[src/rtl/pipe_ctrl_chain_if.sv]
// Bundle of the pipeline-backbone signals: per-stage load slices and controls in,
// stage contents, freeze vector, forwarding selects and load-use stall out.
interface pipe_ctrl_chain_if #(
    parameter int DATA_W = 32,
    parameter int STAGES = 4,
    parameter int REG_AW = 5
);
    localparam int SEL_W = $clog2(STAGES + 1);

    logic [STAGES*DATA_W-1:0] nxt_data;
    logic [STAGES*REG_AW-1:0] nxt_dest;
    logic [STAGES-1:0]        nxt_wr;
    logic [STAGES-1:0]        nxt_ld;
    logic                     in_valid;
    logic [STAGES-1:0]        hold_req;
    logic                     flush_en;
    logic [SEL_W-1:0]         flush_cnt;
    logic [REG_AW-1:0]        dec_rs;
    logic [REG_AW-1:0]        dec_rt;
    logic [REG_AW-1:0]        ex_rs;
    logic [REG_AW-1:0]        ex_rt;

    logic [STAGES*DATA_W-1:0] stg_data;
    logic [STAGES*REG_AW-1:0] stg_dest;
    logic [STAGES-1:0]        stg_valid;
    logic [STAGES-1:0]        stg_wr;
    logic [STAGES-1:0]        frz;
    logic [SEL_W-1:0]         fwd_a_sel;
    logic [SEL_W-1:0]         fwd_b_sel;
    logic                     hazard_stall;

    modport master (
        output nxt_data, nxt_dest, nxt_wr, nxt_ld, in_valid, hold_req,
               flush_en, flush_cnt, dec_rs, dec_rt, ex_rs, ex_rt,
        input  stg_data, stg_dest, stg_valid, stg_wr, frz,
               fwd_a_sel, fwd_b_sel, hazard_stall
    );

    modport slave (
        input  nxt_data, nxt_dest, nxt_wr, nxt_ld, in_valid, hold_req,
               flush_en, flush_cnt, dec_rs, dec_rt, ex_rs, ex_rt,
        output stg_data, stg_dest, stg_valid, stg_wr, frz,
               fwd_a_sel, fwd_b_sel, hazard_stall
    );
endinterface

[src/rtl/pipe_ctrl_chain.sv]
// Pipeline-register backbone: stage regs with valid, stall chain, bubbles, branch flush,
// hazard detection. Define PIPE_FWD_EN for operand forwarding; otherwise full interlock.
module pipe_ctrl_chain #(
    parameter int DATA_W = 32,
    parameter int STAGES = 4,
    parameter int REG_AW = 5,
    parameter int CONS   = 1
) (
    input  logic             Clk,
    input  logic             Reset,
    pipe_ctrl_chain_if.slave bus
);
    localparam int SEL_W = $clog2(STAGES + 1);

    logic [DATA_W-1:0] data_q [STAGES];
    logic [DATA_W-1:0] data_d [STAGES];
    logic [REG_AW-1:0] dest_q [STAGES];
    logic [REG_AW-1:0] dest_d [STAGES];
    logic [STAGES-1:0] valid_q, valid_d;
    logic [STAGES-1:0] wr_q, wr_d;
    logic [STAGES-1:0] ld_q, ld_d;

    logic [STAGES-1:0] frz;
    logic [STAGES-1:0] flush_mask;
    logic [SEL_W-1:0]  fwd_a, fwd_b;
    logic              hazard;

    // A stall in an older stage freezes every younger stage behind it.
    always_comb begin
        frz = '0;
        frz[STAGES-1] = bus.hold_req[STAGES-1];
        for (int k = STAGES - 2; k >= 0; k--) begin
            frz[k] = bus.hold_req[k] | frz[k+1];
        end
    end

    always_comb begin
        flush_mask = '0;
        if (bus.flush_en && (bus.flush_cnt != '0) && (bus.flush_cnt <= SEL_W'(STAGES))) begin
            for (int k = 0; k < STAGES; k++) begin
                flush_mask[k] = (SEL_W'(k) < bus.flush_cnt);
            end
        end
    end

    always_comb begin
        // NOTE: every variable gets its hold value before any branch, so no path infers a latch.
        for (int k = 0; k < STAGES; k++) begin
            data_d[k] = data_q[k];
            dest_d[k] = dest_q[k];
        end
        valid_d = valid_q;
        wr_d    = wr_q;
        ld_d    = ld_q;

        if (!frz[0]) begin
            data_d[0]  = bus.nxt_data[0 +: DATA_W];
            dest_d[0]  = bus.nxt_dest[0 +: REG_AW];
            wr_d[0]    = bus.nxt_wr[0];
            ld_d[0]    = bus.nxt_ld[0];
            valid_d[0] = bus.in_valid;
        end

        for (int k = 1; k < STAGES; k++) begin
            if (frz[k]) begin
                valid_d[k] = valid_q[k];
            end else if (frz[k-1]) begin
                valid_d[k] = 1'b0;
                wr_d[k]    = 1'b0;
                ld_d[k]    = 1'b0;
            end else begin
                data_d[k]  = bus.nxt_data[k*DATA_W +: DATA_W];
                dest_d[k]  = bus.nxt_dest[k*REG_AW +: REG_AW];
                wr_d[k]    = bus.nxt_wr[k];
                ld_d[k]    = bus.nxt_ld[k];
                valid_d[k] = valid_q[k-1];
            end
        end

        // Squashed stages keep their payload but lose every control bit.
        for (int k = 0; k < STAGES; k++) begin
            if (flush_mask[k]) begin
                valid_d[k] = 1'b0;
                wr_d[k]    = 1'b0;
                ld_d[k]    = 1'b0;
            end
        end
    end

    // NOTE: state updates use non-blocking assignments, and Reset is tested first so it beats flush and hold.
    always_ff @(posedge Clk) begin
        if (Reset) begin
            for (int k = 0; k < STAGES; k++) begin
                data_q[k] <= '0;
                dest_q[k] <= '0;
            end
            valid_q <= '0;
            wr_q    <= '0;
            ld_q    <= '0;
        end else begin
            data_q  <= data_d;
            dest_q  <= dest_d;
            valid_q <= valid_d;
            wr_q    <= wr_d;
            ld_q    <= ld_d;
        end
    end

`ifdef PIPE_FWD_EN
    // Scan oldest to youngest so the youngest matching producer is the one kept.
    function automatic logic [SEL_W-1:0] fwd_pick(input logic [REG_AW-1:0] src);
        fwd_pick = '0;
        if (src != '0) begin
            for (int k = STAGES - 1; k > CONS; k--) begin
                if (valid_q[k] && wr_q[k] && (dest_q[k] == src)) begin
                    fwd_pick = SEL_W'(k);
                end
            end
        end
    endfunction

    always_comb begin
        fwd_a  = fwd_pick(bus.ex_rs);
        fwd_b  = fwd_pick(bus.ex_rt);
        hazard = valid_q[CONS] && ld_q[CONS] && wr_q[CONS] && (dest_q[CONS] != '0) &&
                 ((dest_q[CONS] == bus.dec_rs) || (dest_q[CONS] == bus.dec_rt));
    end
`else
    // Without bypassing, any in-flight writer of a decode source must drain first.
    always_comb begin
        fwd_a  = '0;
        fwd_b  = '0;
        hazard = 1'b0;
        for (int k = CONS; k < STAGES; k++) begin
            if (valid_q[k] && wr_q[k] && (dest_q[k] != '0) &&
                ((dest_q[k] == bus.dec_rs) || (dest_q[k] == bus.dec_rt))) begin
                hazard = 1'b1;
            end
        end
    end
`endif

    for (genvar g = 0; g < STAGES; g++) begin : g_pack
        assign bus.stg_data[g*DATA_W +: DATA_W] = data_q[g];
        assign bus.stg_dest[g*REG_AW +: REG_AW] = dest_q[g];
    end

    assign bus.stg_valid    = valid_q;
    assign bus.stg_wr       = wr_q & valid_q;
    assign bus.frz          = frz;
    assign bus.fwd_a_sel    = fwd_a;
    assign bus.fwd_b_sel    = fwd_b;
    assign bus.hazard_stall = hazard;
endmodule

[src/flat_wrapper.sv]
// flat-port wrapper written by rule: the top's interface ports become plain ports
module pipe_ctrl_chain_flat 
#(
    parameter int DATA_W = 32,
    parameter int STAGES = 4,
    parameter int REG_AW = 5,
    parameter int CONS   = 1
)
  (Clk, Reset, bus_nxt_data, bus_nxt_dest, bus_nxt_wr, bus_nxt_ld, bus_in_valid, bus_hold_req, bus_flush_en, bus_flush_cnt, bus_dec_rs, bus_dec_rt, bus_ex_rs, bus_ex_rt, bus_stg_data, bus_stg_dest, bus_stg_valid, bus_stg_wr, bus_frz, bus_fwd_a_sel, bus_fwd_b_sel, bus_hazard_stall);
  pipe_ctrl_chain_if #(.DATA_W(DATA_W), .STAGES(STAGES), .REG_AW(REG_AW)) bus_i ();
  input  logic Clk;
  input  logic Reset;
  input wire logic [$bits(bus_i.nxt_data)-1:0] bus_nxt_data;
  input wire logic [$bits(bus_i.nxt_dest)-1:0] bus_nxt_dest;
  input wire logic [$bits(bus_i.nxt_wr)-1:0] bus_nxt_wr;
  input wire logic [$bits(bus_i.nxt_ld)-1:0] bus_nxt_ld;
  input wire logic [$bits(bus_i.in_valid)-1:0] bus_in_valid;
  input wire logic [$bits(bus_i.hold_req)-1:0] bus_hold_req;
  input wire logic [$bits(bus_i.flush_en)-1:0] bus_flush_en;
  input wire logic [$bits(bus_i.flush_cnt)-1:0] bus_flush_cnt;
  input wire logic [$bits(bus_i.dec_rs)-1:0] bus_dec_rs;
  input wire logic [$bits(bus_i.dec_rt)-1:0] bus_dec_rt;
  input wire logic [$bits(bus_i.ex_rs)-1:0] bus_ex_rs;
  input wire logic [$bits(bus_i.ex_rt)-1:0] bus_ex_rt;
  output wire logic [$bits(bus_i.stg_data)-1:0] bus_stg_data;
  output wire logic [$bits(bus_i.stg_dest)-1:0] bus_stg_dest;
  output wire logic [$bits(bus_i.stg_valid)-1:0] bus_stg_valid;
  output wire logic [$bits(bus_i.stg_wr)-1:0] bus_stg_wr;
  output wire logic [$bits(bus_i.frz)-1:0] bus_frz;
  output wire logic [$bits(bus_i.fwd_a_sel)-1:0] bus_fwd_a_sel;
  output wire logic [$bits(bus_i.fwd_b_sel)-1:0] bus_fwd_b_sel;
  output wire logic [$bits(bus_i.hazard_stall)-1:0] bus_hazard_stall;
  assign bus_i.nxt_data = bus_nxt_data;
  assign bus_i.nxt_dest = bus_nxt_dest;
  assign bus_i.nxt_wr = bus_nxt_wr;
  assign bus_i.nxt_ld = bus_nxt_ld;
  assign bus_i.in_valid = bus_in_valid;
  assign bus_i.hold_req = bus_hold_req;
  assign bus_i.flush_en = bus_flush_en;
  assign bus_i.flush_cnt = bus_flush_cnt;
  assign bus_i.dec_rs = bus_dec_rs;
  assign bus_i.dec_rt = bus_dec_rt;
  assign bus_i.ex_rs = bus_ex_rs;
  assign bus_i.ex_rt = bus_ex_rt;
  assign bus_stg_data = bus_i.stg_data;
  assign bus_stg_dest = bus_i.stg_dest;
  assign bus_stg_valid = bus_i.stg_valid;
  assign bus_stg_wr = bus_i.stg_wr;
  assign bus_frz = bus_i.frz;
  assign bus_fwd_a_sel = bus_i.fwd_a_sel;
  assign bus_fwd_b_sel = bus_i.fwd_b_sel;
  assign bus_hazard_stall = bus_i.hazard_stall;
  pipe_ctrl_chain #(.DATA_W(DATA_W), .STAGES(STAGES), .REG_AW(REG_AW), .CONS(CONS)) u_core (.Clk(Clk), .Reset(Reset), .bus(bus_i));
endmodule
[config.mk]
export PLATFORM = sky130hd
export DESIGN_NAME = pipe_ctrl_chain_flat
export DESIGN_NICKNAME = d
export VERILOG_FILES = /design/src/rtl/pipe_ctrl_chain_if.sv /design/src/rtl/pipe_ctrl_chain.sv /design/src/flat_wrapper.sv
export SDC_FILE = /design/constraint.sdc
export NUM_CORES = 1
export LEC_CHECK = 0
export ABC_CLOCK_PERIOD_IN_PS = 1600
export CAP_MARGIN = 30
export CELL_PAD_IN_SITES_DETAIL_PLACEMENT = 1
export CELL_PAD_IN_SITES_GLOBAL_PLACEMENT = 2
export CORE_MARGIN = 5
export CORE_UTILIZATION = 19
export CTS_BUF_LIST = sky130_fd_sc_hd__clkbuf_4 sky130_fd_sc_hd__clkbuf_8 sky130_fd_sc_hd__clkbuf_16
export CTS_CLUSTER_DIAMETER = 50
export DETAILED_ROUTE_END_ITERATION = 12
export GPL_ROUTABILITY_DRIVEN = 0
export PLACE_DENSITY = 0.83
export RECOVER_POWER = 100
export SLEW_MARGIN = 20
export SYNTH_ARGS = -nofsm -noshare
export SYNTH_HDL_FRONTEND = slang
export SYNTH_SLANG_ARGS = --single-unit
[constraint.sdc]
create_clock -name Clk -period 1.6 [get_ports Clk]
set_input_delay 0.32 -clock Clk [delete_from_list [all_inputs] [get_ports Clk]]
set_output_delay 0.32 -clock Clk [all_outputs]
set_load 0.01 [all_outputs]
Word-level counts from Yosys, hierarchy flattened
Cells that the tools add are included.
W data, S select, Z words.

storage, ports and cells
  memories kept = 0
  bits of input ports = 187
  RAM bits = 0
  word-level logic and storage cells = 70
  output and inout port bits = 167
  register bits = 156
  ROM bits = 0
  bits in latches = 0

operators by class
  shift operators = 0
  reductions and logical operators = 25
  div/mod/pow operators = 0
  muxes and demuxes = 10
  order comparisons = 5
  bitwise operators = 8
  add/subtract/negate cells = 0
  eq/ne operators = 6
  multipliers = 0

operators by type and width
  kind                  number
  $eq A5 B5 Y1          6
  $reduce_bool A5 Y1    3
  $logic_and A1 B1 Y1   11
  $mux W1               9
  $reduce_or A2 Y1      4
  $lt A1 B3 Y1 const A  2
  $lt A2 B3 Y1 const A  2
  $reduce_and A2 Y1     3
  $and A4 B4 Y4         1
  $mux W4               1
  $not A1 Y1            4
  $le A3 B3 Y1 const B  1
  $logic_or A1 B1 Y1    3
  $or A1 B1 Y1          3
  $reduce_bool A3 Y1    1

Logic depth before layout (Yosys ltp)
  word-level depth = 6
  mapped depth = 10
  mapped depth without buffers = 8

Worst setup path after synthesis
OpenSTA, ideal clock, no wires.

  path type = register to output
  start point = reg u_core.dest_q (netlist bit u_core.bus.stg_dest[10])
  end point = out bus_hazard_stall
  stages on the path, launching flop included = 4
  path slack = 0.106 ns
  buffers on the path = 0
  arrival time = 1.174 ns
  cell sequence = dfxtp_1 or4_1 o211ai_1 nand3_1

between the ends
  longest elaborated chain between the ends = 5
  elaborated cells on any way between the ends = 8

ends and longest elaborated chain
  item                                                              RTL line                                        text
  from (decl)                                                       pipe_ctrl_chain.sv:17                           logic [REG_AW-1:0] dest_q [STAGES];
  from (signal assigned)                                            pipe_ctrl_chain.sv:102                          dest_q <= dest_d;
  $eq A5 B5 Y1 / $reduce_bool A5 Y1 (equally long branches)         pipe_ctrl_chain.sv:136, pipe_ctrl_chain.sv:135
  $logic_or A1 B1 Y1 / $logic_and A1 B1 Y1 (equally long branches)  pipe_ctrl_chain.sv:136, pipe_ctrl_chain.sv:135
  $logic_and A1 B1 Y1 *                                             pipe_ctrl_chain.sv:135                          if (valid_q[k] && wr_q[k] && (dest_q[k] != '0) &&
  $mux W1 * (2 in a row)                                            pipe_ctrl_chain.sv:135
  to (decl)                                                         flat_wrapper.sv:32                              output wire logic [$bits(bus_i.hazard_stall)-1:0] bus_hazard_stall;

Mark *: on every way between the ends. The rest lies on a longest branch, timed or not.

Worst setup path in the final report
  start point = reg u_core.dest_q (netlist bit u_core.bus.stg_dest[6])
  end point = out bus_hazard_stall

between the ends
  longest elaborated chain between the ends = 6
  elaborated cells on any way between the ends = 9

ends and longest elaborated chain
  item                                                              RTL line
  $eq A5 B5 Y1 / $reduce_bool A5 Y1 (equally long branches)         pipe_ctrl_chain.sv:136, pipe_ctrl_chain.sv:135
  $logic_or A1 B1 Y1 / $logic_and A1 B1 Y1 (equally long branches)  pipe_ctrl_chain.sv:136, pipe_ctrl_chain.sv:135
  $logic_and A1 B1 Y1 *                                             pipe_ctrl_chain.sv:135
  $mux W1 * (3 in a row)                                            pipe_ctrl_chain.sv:135

Marked as above.

==> results_dict.tcl <==
set metrics [dict create \
    setup_ws_ns -0.510 \
    crit_path_end_kind "primary output" \
    fin_skew_ns 0.00239 \
    drc 0 \
    vias 6339 \
    reg2reg_depth 3 \
    async_reset_ff_share_pct 0 \
    max_cap_viol_count 0 \
    grt_use_met2_pct 25.0 \
    post-route-period-util_pct 132 \
    cp.arrival_ns 1.79 \
    dp.cells 1478 \
    ant_nets 0 \
    nets 1294 \
    leakagePower_uw 0.00439 \
    status "finished with violations" \
    grt_max_degree 72 \
    cts_hold_buffers 0 \
    stdcell_count 1514 \
    initial_core_util_pct 19.2 \
    crit_end "bus_hazard_stall" \
    relSlewSlack_pct 42.0 \
    crit_path_max_incr_delay_ns 0.51 \
    r2r-end "u_core.bus.stg_valid[3]" \
    insertion_delay_ns 0.42 \
    grt_util_all_layers_pct 14.4 \
    tightest_slew_ns 0.870 \
    antenna_found_initial 1 \
    clock-sinks 156 \
    crit_buf_inv 1 \
    r2r-start "u_core.bus.stg_valid[2]" \
    syn-instance-count 749 \
    fin_crit_ns 2.11 \
    port_buffers 333 \
    rows 64 \
    io-pin-count 354 \
    required_ns 1.28 \
    place_area_um2 9890 \
    ys_warn_count 0 \
    cellPowerDensity_nw_per_um2 966 \
    synth.avg_cell_area_um2 7.85 \
    place_hpwl_um 19200 \
    r2r_slack_ns 0.62 \
    drive_gt1_share_pct 10.5 \
    vias_per_cell 4.19 \
    crit_fanout 4 \
    start_kind "flop" \
    violations "setup timing" \
    seq_area_frac_synth_pct 53.1 \
    path_class "flop to primary output" \
    p_total_uw 10000 \
    cp_slowest_cell "or4_4" \
    synth.cell_area_um2 5880 \
    grt_busiest_layer "met2" \
    rsz0062_at_grt "yes" \
    die_x_um 186 \
    die_height_um 186 \
    ys_ff_latch 156 \
    worstSetupStartpoint "u_core.bus.stg_dest[6]" \
    crit_family "simple AND/OR/NAND/NOR gates" \
    use_met1_pct 15.9 \
    holdCritPathClass "input port to flop" \
    tns_ns -7.13 \
    grt_pass1_wl_um 38200 \
    syn_to_final_growth_pct 76.8 \
    cts_buffer_depth 2 \
    clk_pin_slew_ns 0.07 \
    use_met3_pct 7.43 \
    synth_edf_count 0 \
    max_freq_mhz 474 \
    coreArea_um2 30600 \
    final_area_um2 10400 \
    grt.overflow.total 0 \
    routed_wl_um 25700 \
    path_cells "or4_4, o211ai_1, nand3_1, buf_2" \
    drv_slew 0 \
    root_buffer "clkbuf_16" \
    cts_made_buffers 17 \
    grt_pass1_vias 6650 \
    cts_tree "yes" \
    die-area_um2 34600 \
    final-setup-viol-count 75 \
    cts.htree.levels 4 \
    hold_violations 0 \
    dr.first_iter.drc_count 149 \
    antennaDiodeCount 0 \
    synth_cell_types 24 \
    wl_per_cell_um 17.0 \
    ir_drop_mv 0.602 \
    cp_num_cells 4 \
    synth_top_flop_cell "dfxtp_1" \
    first_pass_iters 4 \
    nFillCells 3663 \
]
==> flip-flops by register name (all words and copies together) (netlist names) <==
| signal | cells |
|---|---|
| u_core.wr_q | 4 |
| u_core.bus.stg_dest | 20 |
| u_core.bus.stg_data | 128 |
| u_core.bus.stg_valid | 4 |
==> synth_stat cells (4+ instances only) <==
library cell / instances / area [um^2]
xnor2_1: 31 / 272
nor2_1: 5 / 18.8
dfxtp_1: 156 / 3120
buf_2: 11 / 55.1
buf_4: 15 / 113
nand3_1: 7 / 35.0
a21oi_1: 154 / 771
nand2_1: 308 / 1160
and2_1: 4 / 25.0
clkbuf_1: 28 / 105
nor3b_1: 4 / 30.0
==> how the worst min path moves through the flow <==
stage                            startpoint                       to  slack [ns]  cells past startpoint
floorplan                    u_core.wr_q[0]           u_core.wr_q[0]        0.43                      2
global placement    u_core.bus.stg_data[98]  u_core.bus.stg_data[98]        0.44                      2
detailed placement  u_core.bus.stg_data[48]  u_core.bus.stg_data[48]        0.45                      2
CTS                                   Reset  u_core.bus.stg_data[88]        0.26                      2
global route                          Reset  u_core.bus.stg_data[88]        0.27                      2
finish                                Reset  u_core.bus.stg_data[88]        0.27                      2
==> cells in the final DEF, fill, tap and decap left out, types with 2 or more instances in the layout <==
master / Yosys / final
nand2_1: 308 / 308
clkdlybuf4s50_1: 0 / 168
a21oi_1: 154 / 154
dlygate4sd2_1: 0 / 145
dfxtp_1: 156 / 145
buf_4: 15 / 38
xnor2_1: 31 / 30
clkbuf_16: 0 / 17
clkbuf_2: 0 / 10
clkbuf_4: 0 / 8
nor2_1: 5 / 7
nand3_1: 7 / 7
bufinv_16: 0 / 7
dfxtp_2: 0 / 7
conb_1: 1 / 6
clkdlybuf4s15_1: 0 / 5
nor3b_1: 4 / 4
buf_6: 0 / 4
buf_2: 11 / 4
buf_12: 0 / 4
dfxtp_4: 0 / 4
o22ai_1: 3 / 3
o211ai_1: 3 / 3
clkbuf_1: 28 / 3
clkinv_2: 0 / 2
and2_4: 0 / 2
or4_1: 3 / 2
a22oi_1: 2 / 2
a311oi_1: 2 / 2
a21o_1: 2 / 2
clkinv_4: 0 / 2
clkdlybuf4s15_2: 0 / 2
==> timing repair <==
action                     4_1_cts  5_1_grt
setup endpoints to repair      245       35
pin swaps                        6        5
resized for setup              225       13
setup buffers                    6        0
==> logic make-up (layout without fill, tap and decap cells) <==
logic type	count (synthesis)	count (layout)	synth area share, %
flip-flops	156	156	53.1
AO/OA/AOI/OAI	168	168	14.9
buffers and inverters	59	423	4.96
AND/OR/NAND/NOR	334	334	22.4
XOR/XNOR	31	31	4.62
other	1	6	0.0638
==> power by group <==
group          internal [uW]  switching, uW  total (uW)
registers               3990           65.1        4060
clock network           3110           1690        4800
logic                    669            512        1180
total                   7780           2270       10000
==> final cells by class <==
cell class / instances / area (um^2) / share of cell area (%)
inverter: 3 / 12.5 / 0.120
multi-input combinational: 539 / 2490 / 23.9
clock buffer: 19 / 440 / 4.24
timing repair buffer: 390 / 3570 / 34.4
clock inverter: 11 / 241 / 2.32
tap: 396 / 495 / 4.77
sequential: 156 / 3150 / 30.3
==> layer usage <==
layer  vias up  wire length, um
met4         2              240
met5         -                8
met2       228            12500
met3        15             2970
li1       3127                -
met1      2967             9990
==> through the flow <==
stage | setup slack, ns | hold WS, ns | utilization [%]
floorplan | 0.106 | 0.431 | -
global placement | -0.786 | 0.441 | 32.3
detailed placement | -0.849 | 0.448 | 32.3
CTS | -0.556 | 0.255 | 34.2
global route | -0.617 | 0.272 | 34.0
finish | -0.510 | 0.274 | 34.0
Note: power is estimated with default switching activity, not from simulation.
==> patch 1 (config.mk and constraints unchanged) <==
`STAGES` is set to 4 in 3 places; all go to 2.
--- a/src/rtl/pipe_ctrl_chain_if.sv
+++ b/src/rtl/pipe_ctrl_chain_if.sv
@@ -3,5 +3,5 @@
 interface pipe_ctrl_chain_if #(
     parameter int DATA_W = 32,
-    parameter int STAGES = 4,
+    parameter int STAGES = 2,
     parameter int REG_AW = 5
 );
--- a/src/rtl/pipe_ctrl_chain.sv
+++ b/src/rtl/pipe_ctrl_chain.sv
@@ -3,5 +3,5 @@
 module pipe_ctrl_chain #(
     parameter int DATA_W = 32,
-    parameter int STAGES = 4,
+    parameter int STAGES = 2,
     parameter int REG_AW = 5,
     parameter int CONS   = 1
--- a/src/flat_wrapper.sv
+++ b/src/flat_wrapper.sv
@@ -3,5 +3,5 @@
 #(
     parameter int DATA_W = 32,
-    parameter int STAGES = 4,
+    parameter int STAGES = 2,
     parameter int REG_AW = 5,
     parameter int CONS   = 1
Ports: changed (13 resized); port bits go from 354 to 191. No check against the original RTL was run, so the function may have changed too.
==> patch 1 against the unedited design <==
The run still ends with negative setup slack left. Total power decreased by 48%. Via count decreased by 52%. Setup slack improved by 310 ps. Final area decreased by 51%. Area after synthesis decreased by 51%. Register-to-register slack improved by 140 ps. Sequential cell count decreased by 78. Clock skew decreased by 2.4 ps. Global-route usage decreased by 1.9 points. Non-clock buffer count decreased by 198. Count of clock-buffer cells in the layout decreased by 7. First-iteration DRC count decreased by 62%. Wire length decreased by 56%. Critical endpoint unchanged. Largest cell class unchanged.
==> patch 1: results (changes against the unedited design) <==
status=finished with violations (unchanged); violated checks=negative setup slack (unchanged); Layout area overhead=77.8% (was 76.8%); via count of the first global-routing pass=3285 (was 6650); setup ws final=-196 ps (was -510 ps); Final nets=647 (was 1294); post-synthesis sequential area ratio=0.540 (was 0.531); layout cell share with drive strength beyond 1=0.0751 (was 0.105); Netlist cell types=21 (was 24); first-pass GRT wire length=17400 microns (was 38200 microns); Synth top cells by count=152 x nand2_1, 78 x dfxtp_1, 76 x a21oi_1, 12 x buf_2, 11 x buf_4 (was 308 x nand2_1, 156 x dfxtp_1, 154 x a21oi_1, 31 x xnor2_1, 28 x clkbuf_1); vias=3028 (was 6339); top area cells in the synthesized netlist=dfxtp_1 54%, nand2_1 20%, a21oi_1 13% (was dfxtp_1 53%, nand2_1 20%, a21oi_1 13%); Static Leakage=1.93 nW (was 4.39 nW); post-DR vias/cell=4.13 (was 4.19); number of H-tree levels=3 (was 4); Max VDD drop=423 uV (was 602 uV); worst clock skew=0 ps (was 2.39 ps); WL/cell=15.3 microns (was 17.0 microns); post-detail-place hpwl=8540 microns (was 19200 microns); pre-CTS WS=-580 ps (was -849 ps); synthesized area per cell=7.93 sq um (was 7.85 sq um); Max FO, Critical Path=2 (was 4); FILL cells=1755 (was 3663); final setup vio count=3 (was 75); max reg flops=64 (was 128); Cells after DPL=716 (was 1478)
patch 1: changes by cell type in the layout (fill, tap and decap cells not counted), moves of 5 or more:
cell	before	now
a21oi_1	154	76
buf_4	38	10
clkbuf_16	17	9
clkbuf_2	10	1
clkdlybuf4s25_1	0	6
clkdlybuf4s50_1	168	150
dfxtp_1	145	75
dlygate4sd2_1	145	10
nand2_1	308	152
nand3_1	7	2
nor2_1	7	1
xnor2_1	30	4
xor2_1	0	7
patch 1: what timing repair did:
action | in CTS | in global routing
buffers inserted | 0 | 2
hold buffers | 0 | 0
endpoints found under the setup margin | 12 | 12
pin swaps | 2 | 5
resized for setup | 18 | 16
patch 1: path summary, 6_finish.rpt:
check	start	end	slack, ps	depth (start not counted)
max	u_core.bus.stg_dest[5]$_SDFFE_PP0P_	bus_hazard_stall	-200	4
min	Reset	u_core.wr_q[0]$_SDFFE_PP0N_	340	3
max reg2reg	u_core.bus.stg_dest[9]$_SDFFE_PP0P_	u_core.bus.stg_dest[9]$_SDFFE_PP0P_	760	3
min reg2reg	u_core.bus.stg_data[36]$_SDFFE_PP0P_	u_core.bus.stg_data[36]$_SDFFE_PP0P_	450	2
patch 1: where the power goes:
part | switching, mW | leakage [nW] | internal (mW) | total (mW)
Clock | 0.800 | 0.171 | 1.58 | 2.37
Sequential | 0.0494 | 0.639 | 2.03 | 2.08
Combinational | 0.303 | 1.12 | 0.421 | 0.724
patch 1: tightest hold or removal path, stage by stage:
cell,delay [ps]
buf_2,120
a21oi_1,60
a21boi_0,120
patch 1: metal layers:
metal,part of all wire,routed length (microns),track usage,vias up
met4,0.015,164,0.0497,0
met1,0.39,4380,0.132,1411
li1,-,-,-,1516
met3,0.064,721,0.0374,10
met5,0,0,0,-
met2,0.53,5970,0.231,91
patch 1: cell type report:
class | count | area share
sequential | 78 | 0.304
clock buffer | 12 | 0.0482
clock inverter | 4 | 0.0185
inverter | 1 | 0.000730
timing repair buffer | 192 | 0.355
tap | 188 | 0.0457
multi-input combinational | 259 | 0.227
patch 1: cell families (layout without fill, tap and decap cells):
| logic type | Yosys count | count (layout) | synth area share |
|---|---|---|---|
| other | 1 | 4 | 0.00130 |
| buffers and inverters | 31 | 209 | 0.0597 |
| AND/OR/NAND/NOR | 161 | 161 | 0.217 |
| XOR/XNOR | 11 | 11 | 0.0333 |
| flip-flops | 78 | 78 | 0.540 |
| AO/OA/AOI/OAI | 83 | 83 | 0.149 |
patch 1: per-stage QoR:
step	hold slack (ps)	power (mW)	TNS (ps)
after CTS	348	5.30	-262
after floorplan	419	2.38	0
after global routing	384	5.43	-1220
after global placement	441	2.85	-13180
final	344	5.18	-266
after detailed placement	449	2.87	-16140
==> patch 2 (config.mk and constraints unchanged) <==
Made on the original files. Make the reset (`Reset`) asynchronous in one clocked block.
--- a/src/rtl/pipe_ctrl_chain.sv
+++ b/src/rtl/pipe_ctrl_chain.sv
@@ -89,5 +89,5 @@
 
     // NOTE: state updates use non-blocking assignments, and Reset is tested first so it beats flush and hold.
-    always_ff @(posedge Clk) begin
+    always_ff @(posedge Clk or posedge Reset) begin
         if (Reset) begin
             for (int k = 0; k < STAGES; k++) begin
Behaviour: differs if Reset is asserted again (counterexample within 4 cycles, from zero or initial values and one cycle with Reset high); with Reset held inactive, the same outputs for 4 cycles.
==> patch 2 against the unedited design <==
The run still ends with negative setup slack left. Final area increased by 6.6%. Setup slack worse by 52 ps. Wire length down 0.87%. Area after synthesis up 8.6%. Clock skew shrank 1.2 ps. Sequential cell count did not move. Sequential share of layout area is 5.0 points higher.
Power is not compared: it rests on default switching activity, and its combinational part moved more than twofold at a synthesized area within 25%.
==> patch 2: results (changes against the unedited design) <==
top area cells in the synthesized netlist=dfrtp_1 61%, nand2_1 20%, mux2_2 6.5% (was dfxtp_1 53%, nand2_1 20%, a21oi_1 13%); first-pass GRT wire length=39800 microns (was 38200 microns); violated checks=negative setup slack (unchanged); worst hold path depth=4 (was 2); pre-CTS WS=-836 ps (was -849 ps); post-DR vias/cell=3.95 (was 4.19); Area after DPL=10600 sq um (was 9890 sq um); status=finished with violations (unchanged); Slew Limit Headroom=0.217 (was 0.420); GRT Overall Usage=0.136 (was 0.144); WL/cell=16.9 microns (was 17.0 microns); Synth top cells by count=347 x nand2_1, 156 x dfrtp_1, 37 x mux2_2, 30 x xnor2_1, 14 x buf_2 (was 308 x nand2_1, 156 x dfxtp_1, 154 x a21oi_1, 31 x xnor2_1, 28 x clkbuf_1); Netlist cell types=26 (was 24); worst clock skew=1.23 ps (was 2.39 ps); setup ws final=-561 ps (was -510 ps); FFs w/ async S/R, synth=1.00 (was 0); largest net degree at the start of global routing=69 (was 72); via count of the first global-routing pass=6669 (was 6650); DR WL met2=12500 microns (about the same); final setup vio count=80 (was 75); CP Data Arrival Time=1840 ps (was 1790 ps); layout cell share with drive strength beyond 1=0.162 (was 0.105); DR iter-0 viols=151 (was 149); met1 WL=10500 microns (was 9990 microns); worst reg2reg path depth=5 (was 3); Final nets=1232 (was 1294)
==> patch 2: stage by stage <==
stage                util  cells  TNS, ps  hold slack (ps)
floorplan               -    660  -108090              425
global placement    0.317   1458   -71010              456
detailed placement  0.317   1458   -72110              464
CTS                 0.333   1503     -617              241
global route        0.332   1506   -35300              291
finish              0.332   1506    -8260              301
==> patch 2: layer usage <==
layer | GRT usage | up-vias
met1 | 0.159 | 2897
met4 | 0.0354 | 2
met3 | 0.0607 | 19
met2 | 0.229 | 226
li1 | - | 2809
met5 | 0 | -
==> patch 2: cells by family (layout without fill, tap and decap cells) <==
| group | after synthesis | after routing | share of synthesized area |
|---|---|---|---|
| xor+xnor | 30 | 30 | 0.0412 |
| other cells | 1 | 6 | 0.000587 |
| flops | 156 | 156 | 0.611 |
| buf+inv | 39 | 437 | 0.0339 |
| mux | 37 | 37 | 0.0653 |
| compound gates | 17 | 17 | 0.0170 |
| simple gates | 375 | 375 | 0.231 |
==> patch 2: worst max-delay path: cells and delay by family, from the launching register on <==
family / cells / cell delay [ps]
and+or+nand+nor: 2 / 620
DFF: 1 / 430
buffers and inverters: 1 / 160
AOI/OAI and AO/OA: 1 / 190
==> patch 2: timing repair <==
item                                    4_1_cts  5_1_grt
setup buffers                                14        6
gates resized for setup                     245       15
pin swaps                                     7        5
endpoints found under the setup margin      216       16
==> patch 2: power groups by stage <==
stage	clock network [mW]	registers (mW)	logic (mW)
2_1_floorplan	0	5.35	0.854
3_3_place_gp	0	5.04	3.45
3_5_place_dp	0	5.08	3.50
4_1_cts	4.13	4.98	3.18
5_1_grt	4.30	5.07	3.41
6_report	3.95	4.98	3.12
==> patch 2: layout make-up <==
class                   instances  area [sq um]
fillers                      3926         22300
flip-flops and latches        156          3910
well taps                     448           561
multi-input cells             465          2310
repair buffers                401          3720
inverters                       4          21.3
clock buffers                  20           460
clock inverters                12           103
==> patch 2: worst paths after layout <==
check / to / start / slack [ps]
setup / recovery: bus_hazard_stall / u_core.bus.stg_dest[12]$_DFFE_PP0P_ / -560
hold / removal: u_core.bus.stg_valid[3]$_DFFE_PP0P_ / bus_hold_req[3] / 300
setup reg to reg: u_core.bus.stg_dest[6]$_DFFE_PP0P_ / u_core.bus.stg_dest[6]$_DFFE_PP0P_ / 590
hold reg to reg: u_core.bus.stg_data[35]$_DFFE_PP0P_ / u_core.bus.stg_data[35]$_DFFE_PP0P_ / 470
max in group asynchronous: u_core.bus.stg_data[84]$_DFFE_PP0P_ / Reset / 80
min in group asynchronous: u_core.bus.stg_data[35]$_DFFE_PP0P_ / Reset / 720
